**src/rtl/alu_exec_unit.sv**
```systemverilog
// -----------------------------------------------------------------------------
// alu_exec_unit
//   RV32I execute stage. Takes a 4-bit ALU control code and two operands and
//   returns a registered result. Valid/ready handshakes are used on both sides.
//   ADD/SUB/logic/compare and illegal codes finish on the accept edge. SLL/SRL/SRA
//   use an iterative shifter that moves one bit per cycle.
//
// Ports
//   clk        rising-edge clock
//   rst_n      asynchronous active-low reset
//   flush      synchronous abort of any in-flight operation
//   in_valid   ALU_Ctrl/op_a/op_b are valid
//   in_ready   unit can accept a new operation (IDLE)
//   ALU_Ctrl   operation code: 0 ADD, 1 SUB, 2 AND, 3 OR, 4 XOR, 5 SLT,
//              6 SLTU, 7 SLL, 8 SRL, 9 SRA, 10-15 illegal
//   op_a       operand A (rs1)
//   op_b       operand B (rs2 or immediate); the shift amount is op_b[SHAMT_W-1:0]
//   out_valid  result/zero/illegal are valid (DONE)
//   out_ready  consumer accepts the result
//   result     registered result
//   zero       result == 0
//   illegal    ALU_Ctrl was an unused code
// -----------------------------------------------------------------------------
module alu_exec_unit #(
   parameter int XLEN    = 32,
   parameter int SHAMT_W = 5
) (
   input  logic              clk,
   input  logic              rst_n,
   input  logic              flush,
   input  logic              in_valid,
   output logic              in_ready,
   input  logic [3:0]        ALU_Ctrl,
   input  logic [XLEN-1:0]   op_a,
   input  logic [XLEN-1:0]   op_b,
   output logic              out_valid,
   input  logic              out_ready,
   output logic [XLEN-1:0]   result,
   output logic              zero,
   output logic              illegal
);

   localparam logic [3:0] OP_ADD  = 4'd0;
   localparam logic [3:0] OP_SUB  = 4'd1;
   localparam logic [3:0] OP_AND  = 4'd2;
   localparam logic [3:0] OP_OR   = 4'd3;
   localparam logic [3:0] OP_XOR  = 4'd4;
   localparam logic [3:0] OP_SLT  = 4'd5;
   localparam logic [3:0] OP_SLTU = 4'd6;
   localparam logic [3:0] OP_SLL  = 4'd7;
   localparam logic [3:0] OP_SRL  = 4'd8;
   localparam logic [3:0] OP_SRA  = 4'd9;

   typedef enum logic [1:0] {
      IDLE  = 2'd0,
      SHIFT = 2'd1,
      DONE  = 2'd2
   } state_t;

   state_t               state_q, state_d;
   logic [3:0]           op_q;
   logic [XLEN-1:0]      shift_q, shift_next;
   logic [SHAMT_W-1:0]   cnt_q;
   logic [XLEN-1:0]      result_q;
   logic                 zero_q, illegal_q;

   logic [XLEN-1:0]      alu_res;
   logic                 alu_illegal;
   logic                 is_shift;
   logic [SHAMT_W-1:0]   shamt;
   logic                 load_result, start_shift, step_shift;

   assign shamt    = op_b[SHAMT_W-1:0];
   assign is_shift = (ALU_Ctrl == OP_SLL) || (ALU_Ctrl == OP_SRL) || (ALU_Ctrl == OP_SRA);

   // Single-cycle datapath, evaluated on the live inputs at the accept edge.
   // NOTE: every signal driven here gets a default first so no latch is inferred.
   always_comb begin
      alu_res     = '0;
      alu_illegal = 1'b0;
      case (ALU_Ctrl)
         OP_ADD:  alu_res = op_a + op_b;
         OP_SUB:  alu_res = op_a - op_b;
         OP_AND:  alu_res = op_a & op_b;
         OP_OR:   alu_res = op_a | op_b;
         OP_XOR:  alu_res = op_a ^ op_b;
         OP_SLT:  alu_res = {{(XLEN-1){1'b0}}, ($signed(op_a) < $signed(op_b))};
         OP_SLTU: alu_res = {{(XLEN-1){1'b0}}, (op_a < op_b)};
         // A shift only takes this path when its amount is zero.
         OP_SLL, OP_SRL, OP_SRA: alu_res = op_a;
         default: alu_illegal = 1'b1;
      endcase
   end

   // One-bit step of the iterative shifter; any non-SLL/SRL code here is SRA.
   always_comb begin
      case (op_q)
         OP_SLL:  shift_next = {shift_q[XLEN-2:0], 1'b0};
         OP_SRL:  shift_next = {1'b0, shift_q[XLEN-1:1]};
         default: shift_next = {shift_q[XLEN-1], shift_q[XLEN-1:1]};
      endcase
   end

   // Next-state and handshake decode. flush overrides everything, including
   // the datapath load enables, so an aborted op leaves no trace.
   always_comb begin
      state_d     = state_q;
      in_ready    = 1'b0;
      out_valid   = 1'b0;
      load_result = 1'b0;
      start_shift = 1'b0;
      step_shift  = 1'b0;
      case (state_q)
         IDLE: begin
            in_ready = 1'b1;
            if (in_valid) begin
               if (is_shift && (shamt != '0)) begin
                  start_shift = 1'b1;
                  state_d     = SHIFT;
               end else begin
                  load_result = 1'b1;
                  state_d     = DONE;
               end
            end
         end
         SHIFT: begin
            step_shift = 1'b1;
            if (cnt_q == SHAMT_W'(1)) state_d = DONE;
         end
         DONE: begin
            out_valid = 1'b1;
            if (out_ready) state_d = IDLE;
         end
         default: state_d = IDLE;
      endcase
      if (flush) begin
         state_d     = IDLE;
         load_result = 1'b0;
         start_shift = 1'b0;
         step_shift  = 1'b0;
      end
   end

   // NOTE: sequential state uses non-blocking assignments so every register
   // samples the pre-edge values regardless of statement order.
   always_ff @(posedge clk or negedge rst_n) begin
      if (!rst_n) begin
         // NOTE: the datapath registers are reset too, because result/zero/illegal
         // are architecturally visible and must read zero out of reset.
         state_q   <= IDLE;
         op_q      <= OP_ADD;
         shift_q   <= '0;
         cnt_q     <= '0;
         result_q  <= '0;
         zero_q    <= 1'b0;
         illegal_q <= 1'b0;
      end else begin
         state_q <= state_d;
         if (load_result) begin
            result_q  <= alu_res;
            zero_q    <= (alu_res == '0);
            illegal_q <= alu_illegal;
         end
         if (start_shift) begin
            op_q    <= ALU_Ctrl;
            shift_q <= op_a;
            cnt_q   <= shamt;
         end
         if (step_shift) begin
            shift_q <= shift_next;
            cnt_q   <= cnt_q - SHAMT_W'(1);
            // The last step publishes the shifted value directly.
            if (cnt_q == SHAMT_W'(1)) begin
               result_q  <= shift_next;
               zero_q    <= (shift_next == '0);
               illegal_q <= 1'b0;
            end
         end
      end
   end

   assign result  = result_q;
   assign zero    = zero_q;
   assign illegal = illegal_q;

endmodule

```
**config.mk**
```make
export PLATFORM = sky130hd
export DESIGN_NAME = alu_exec_unit
export DESIGN_NICKNAME = d
export VERILOG_FILES = /design/src/rtl/alu_exec_unit.sv
export SDC_FILE = /design/constraint.sdc
export NUM_CORES = 1
export LEC_CHECK = 0
export ABC_AREA = 1
export ABC_CLOCK_PERIOD_IN_PS = 2000
export CORE_ASPECT_RATIO = 2
export CORE_MARGIN = 5
export CORE_UTILIZATION = 40
export CTS_CLUSTER_SIZE = 12
export DETAILED_ROUTE_END_ITERATION = 6
export GPL_TIMING_DRIVEN = 1
export REMOVE_ABC_BUFFERS = 1
export SYNTH_ARGS = -nofsm -noshare
export SYNTH_HDL_FRONTEND = slang
export SYNTH_SLANG_ARGS = --single-unit
```
**constraint.sdc**
```tcl
create_clock -name clk -period 2 [get_ports clk]
set_input_delay 0.4 -clock clk [delete_from_list [all_inputs] [get_ports clk]]
set_output_delay 0.4 -clock clk [all_outputs]
set_load 0.05 [all_outputs]
```
==> results of run 1 <==
==> power by group <==
group	switching (mW)	leakage (nW)	total, mW	internal, mW
Combinational	4.81	9.32	8.20	3.39
Clock	0.734	0.134	1.59	0.858
Sequential	0.363	0.926	2.50	2.14
==> final cells by class <==
type                       instances  area (um^2)
clock buffer                       9          225
tap                              352          440
multi-input combinational       1451        10200
inverter                         381         1490
clock inverter                     7         57.6
timing repair buffer             666         5680
fill                            2365         7620
sequential                        77         1930
==> layer usage <==
layer | track usage, % | vias to the layer above | share of wire, %
met2 | 72.2 | 736 | 50
met5 | 0 | - | 0
met1 | 35.1 | 7572 | 29
li1 | - | 7494 | -
met3 | 6.53 | 417 | 5.6
met4 | 46.4 | 0 | 16
==> worst max-delay path by stage <==
stage | slack, ps | to | cells after the start
2_1_floorplan | -2380 | zero$_DFF_PN0_ | 11
3_3_place_gp | -1900 | zero$_DFF_PN0_ | 22
3_5_place_dp | -1900 | zero$_DFF_PN0_ | 22
4_1_cts | -430 | zero$_DFF_PN0_ | 21
5_1_grt | -760 | zero$_DFF_PN0_ | 20
6_report | -580 | zero$_DFF_PN0_ | 20
==> worst register-to-register path: stages (launching register included) <==
cell and delay, ps:
dfrtp_1 380, nor2_1 90, inv_1 70, nor3_2 160, buf_4 170, nand2_2 80, inv_2 90, nand3_2 90
nor3_2 210, nand3_1 160, nor2_2 140, nand3_2 110, nor2_2 110, nand2_1 70, nand2_1 60, nand2_1 40
nand2_1 70
==> what timing repair did <==
item / in CTS / in global routing
pin swaps: 177 / 101
gates cloned: 3 / 1
setup buffers: 75 / 29
gates resized for setup: 830 / 310
endpoints found under the setup margin: 74 / 64
==> registers in the layout, summed over array words and instances (netlist names) <==
signal,cells
shift_q,32
op_q,4
cnt_q,5
zero,1
state_q,2
result,32
illegal,1
==> synthesized netlist by cell type, types with 17 or more instances <==
cell / count / share of area [%]
nand2_1: 612 / 20
inv_1: 370 / 12
nor2_1: 187 / 6.2
nand3_1: 155 / 6.9
ha_1: 115 / 13
o21ai_0: 101 / 4.5
dfrtp_1: 77 / 17
a21oi_1: 62 / 2.8
o22ai_1: 51 / 2.8
nor3_1: 35 / 1.6
nand4_1: 29 / 1.6
o211ai_1: 29 / 1.9
buf_2: 28 / 1.2
clkbuf_1: 27 / 0.90
a221oi_1: 17 / 1.3
==> cell families after synthesis <==
logic type | after synthesis | share of synthesized area [%]
adder cells (fa/ha/maj) | 117 | 13.2
flip-flops | 77 | 17.2
AND/OR/NAND/NOR | 1038 | 38.2
AO/OA/AOI/OAI | 294 | 15.5
XOR/XNOR | 2 | 0.156
buffers and inverters | 447 | 15.8
==> per-stage QoR <==
step                      TNS (ps)  instance area, um^2
after floorplan            -142460                10900
after global placement      -65270                16000
after detailed placement    -65690                16000
after CTS                    -6000                19000
after global routing         -9860                20000
final                        -6700                20000
==> impl_metrics.env, run 1 <==
export IMPL_leakage_nw=10.4
export IMPL_die_y_um=247
export IMPL_path_delay_family="simple AND/OR/NAND/NOR gates"
export IMPL_root_buffer="clkbuf_16"
export IMPL_cts_made_buffers=9
export IMPL_ir_drop_v=0.000665
export IMPL_wl_per_cell_um=22.6
export IMPL_final_antenna_net_count=0
export IMPL_synth_edf_count=0
export IMPL_ys_seq_area_share_pct=17.2
export IMPL_initial_utilization_pct=40.6
export IMPL_mostFrequentLayoutCell="buf_4"
export IMPL_fin_nets=2776
export IMPL_syn_area_per_cell_um2=5.69
export IMPL_placed_cells=2831
export IMPL_final_cell_mix="485 x buf_4, 414 x nand2_1, 255 x inv_1"
export IMPL_dieWidth_um=128
export IMPL_totalWireLength_um=66400
export IMPL_r2r_start="state_q[1]$_DFFE_PN0P_"
export IMPL_ios=109
export IMPL_synth_seq_cells=77
export IMPL_endpoint_kind="register"
export IMPL_synthFlopType="dfrtp_1"
export IMPL_track_usage_pct=40.6
export IMPL_yosysWarnings=0
export IMPL_netlist_area_um2=11200
export IMPL_final_cells=2943
export IMPL_place_ws_ps=-1900
export IMPL_cp_start_kind="input port"
export IMPL_cts_num_sinks=77
export IMPL_coreArea_um2=27700
export IMPL_period_share_pct=129
export IMPL_drc=4
export IMPL_fin_ws_ps=-583
export IMPL_cts_clk_slew_worst_paths_ps=70
export IMPL_final_util_pct=72.4
export IMPL_htree_levels=3
export IMPL_clock_latency_ps=350
export IMPL_power_mw=12.3
export IMPL_die_area_um2=31700
export IMPL_drv_cap=0
export IMPL_cts_tree="done"
export IMPL_cp_num_buf_inv=4
export IMPL_max_slew_margin_pct=62.9
export IMPL_worstPathArrival_ps=2860
export IMPL_cts_buffer_depth=2
export IMPL_hp_class="in -> async"
export IMPL_cts_hold_buf=0
export IMPL_cp_common_cell="nand2_1"
export IMPL_path_cells="buf_12, inv_6, ha_4, fa_2, inv_2, buf_4, nand3_4, nand4_1, nand2_1, nand2_2, nand3_2, nor2_1, nand3_1, nor2_2, nand3_2, nor2_2, nand2_1, nand2_1, nand2_1, nand2_1"
export IMPL_grt_setup_unrepaired="true"
export IMPL_fin_skew_ps=7.66
export IMPL_fmax_mhz=387
export IMPL_cp_required_ps=2280
export IMPL_portBuffers=108
export IMPL_reg2reg_depth=16
export IMPL_path_class="in -> reg"
export IMPL_slowest_delay_ps=370
export IMPL_fp_row_count=86
export IMPL_startpoint="op_a[0]"
export IMPL_violations="DRC, setup timing"
export IMPL_hold_viol=0
export IMPL_gp_congestion=1.07
export IMPL_timing_rr_end="zero$_DFF_PN0_"
export IMPL_antenna_found_initial=0
export IMPL_powerDensity_nw_per_um2=614
export IMPL_drt_iter0_drc=986
export IMPL_synth_distinct_cells=42
export IMPL_run_status="finished with violations"
export IMPL_r2r_setup_slack_ps=-170
export IMPL_antenna_cells=0
export IMPL_holdWs_ps=9.22
export IMPL_grt_first_pass_wirelength_um=95700
export IMPL_final_layout_size_suffix_gt1_share_pct=48.9
export IMPL_dp_hpwl_um=52000
export IMPL_drv_slew=0
export IMPL_grt_overflow=0
export IMPL_vias_per_cell=5.51
export IMPL_setup_viol=26
export IMPL_async_flop_share_pct=100
export IMPL_syn_inst=1975
export IMPL_tightestPinTransition_ps=555
export IMPL_area_growth_pct=78.3
export IMPL_critPathSlowestCell="fa_2"
export IMPL_dr_pass1_iters=7
export IMPL_grt_pass1_vias=16800
export IMPL_num_vias=16200
export IMPL_crit_fanout=3
export IMPL_grt_start_max_net_pins=59
export IMPL_fin_crit_ps=2580
(Power assumes the default switching activity.)
==> run 2: changes to the inputs <==
- SKIP_CTS_REPAIR_TIMING: unset -> 1
==> run 2 against run 1 <==
Against the previous run:
- the run ends with setup timing left
- largest cell class unchanged
- largest power group unchanged
- register-to-register slack got worse by 40 ps
- clock-buffer cell count unchanged
- critical endpoint unchanged
- global-route usage decreased by 2.4 points
- power decreased by 0.35%
==> impl_metrics.env, run 2 (synthesis results as in run 1) <==
export IMPL_timing_rr_end="zero$_DFF_PN0_"
export IMPL_cts_buffer_depth=2
export IMPL_placed_area_um2=16000
export IMPL_htree_levels=3
export IMPL_track_usage_pct=38.2
export IMPL_drt_iter0_drc=1031
export IMPL_ir_drop_v=0.000659
export IMPL_powerDensity_nw_per_um2=611
export IMPL_wl_per_cell_um=22.5
export IMPL_dr_pass1_iters=5
export IMPL_crit_fanout=3
export IMPL_cts_tree="done"
export IMPL_placed_cells=2831
export IMPL_cts_clk_slew_worst_paths_ps=70
export IMPL_fin_skew_ps=7.83
export IMPL_cts_num_sinks=77
export IMPL_root_buffer="clkbuf_16"
export IMPL_cp_required_ps=2280
export IMPL_leakage_nw=10.4
export IMPL_drc=0
export IMPL_reg2reg_depth=11
export IMPL_die_y_um=247
export IMPL_area_growth_pct=78.4
export IMPL_final_cells=2908
export IMPL_portBuffers=108
export IMPL_endpoint_kind="register"
export IMPL_die_area_um2=31700
export IMPL_fin_nets=2741
export IMPL_worstPathArrival_ps=2890
export IMPL_vias_per_cell=5.51
export IMPL_drv_cap=0
export IMPL_fmax_mhz=384
export IMPL_period_share_pct=130
export IMPL_fin_crit_ps=2610
export IMPL_run_status="finished with violations"
export IMPL_n_fill_cell=2388
export IMPL_initial_utilization_pct=40.6
export IMPL_r2r_start="op_q[1]$_DFFE_PN0P_"
export IMPL_dieWidth_um=128
export IMPL_fp_row_count=86
export IMPL_clock_latency_ps=350
export IMPL_ios=109
export IMPL_coreArea_um2=27700
export IMPL_fin_ws_ps=-607
export IMPL_final_layout_size_suffix_gt1_share_pct=49.9
export IMPL_max_slew_margin_pct=62.7
export IMPL_hold_viol=0
export IMPL_final_util_pct=72.5
export IMPL_violations="setup timing"
export IMPL_final_area_um2=20000
export IMPL_dp_hpwl_um=52000
export IMPL_grt_setup_unrepaired="true"
export IMPL_mostFrequentLayoutCell="buf_4"
export IMPL_grt_start_max_net_pins=59
export IMPL_totalWireLength_um=65600
export IMPL_final_antenna_net_count=0
export IMPL_cp_start_kind="input port"
export IMPL_r2r_setup_slack_ps=-210
export IMPL_setup_viol=27
export IMPL_startpoint="op_a[0]"
export IMPL_drv_slew=0
export IMPL_final_cell_mix="462 x buf_4, 393 x nand2_1, 249 x inv_1"
export IMPL_antenna_cells=0
export IMPL_grt_first_pass_wirelength_um=89200
export IMPL_tightestPinTransition_ps=555
export IMPL_antenna_found_initial=0
export IMPL_grt_overflow=0
export IMPL_hp_class="in -> async"
export IMPL_gp_congestion=1.07
export IMPL_grt_pass1_vias=15500
export IMPL_num_vias=16000
export IMPL_cts_made_buffers=9
export IMPL_path_class="in -> reg"
==> run 2: cell types whose count changed in the layout (fill, tap and decap cells not counted), sizes merged <==
| cell | delta |
|---|---|
| clkinvlp | -1 |
| inv | +2 |
| clkinv | -1 |
| clkbuf | +4 |
| dlymetal6s2s | +17 |
| clkdlybuf4s15 | -8 |
| dlygate4sd2 | -9 |
| buf | -39 |
==> run 2: area by class of cell <==
class / count / area [um^2] / share of cell area [%]
multi-input combinational: 1451 / 10400 / 52.0
clock inverter: 7 / 57.6 / 0.287
sequential: 77 / 1930 / 9.61
tap: 352 / 440 / 2.20
clock buffer: 9 / 225 / 1.12
inverter: 381 / 1490 / 7.45
timing repair buffer: 631 / 5480 / 27.4
==> run 2: how the worst max path moves through the flow <==
stage,endpoint,slack (ps),cells past startpoint
after floorplan,zero$_DFF_PN0_,-2380,11
after detailed placement,zero$_DFF_PN0_,-1900,22
after global placement,zero$_DFF_PN0_,-1900,22
final,zero$_DFF_PN0_,-610,19
after CTS,zero$_DFF_PN0_,-1570,22
after global routing,zero$_DFF_PN0_,-670,19
==> run 2: report_power, final <==
group	internal [mW]	leakage, nW	switching, mW
logic	3.34	9.30	4.82
clock network	0.858	0.134	0.730
registers	2.14	0.926	0.363
==> run 2: layer usage <==
metal / global-route usage, % / routed length, um
met1: 33.6 / 19500
met2: 70.4 / 33700
met3: 3.63 / 3140
met4: 40.5 / 9270
met5: 0 / 0
==> run 2: stage by stage <==
stage                     hold WS (ps)  setup WS [ps]  power, mW  TNS, ps
final                             8.26           -607       12.3    -5110
after global routing              38.2           -674       12.9    -7050
after CTS                         23.2          -1570       10.7   -39890
after detailed placement           393          -1900       9.11   -65690
after global placement             391          -1900       9.03   -65270
after floorplan                    104          -2380       5.76  -142460
==> run 2: worst max-delay path, cell delays in order <==
cell	delay [ps]
buf_12	100
inv_6	30
ha_4	170
fa_2	380
inv_4	110
nand2_4	60
nand3_1	80
nand2_1	60
nor2_2	350
nand3_1	210
nor3_4	180
nand3_2	120
nor2_2	140
nand3_2	120
nor2_2	90
nand2_1	70
nand2_1	70
nand2_1	50
nand2_1	80
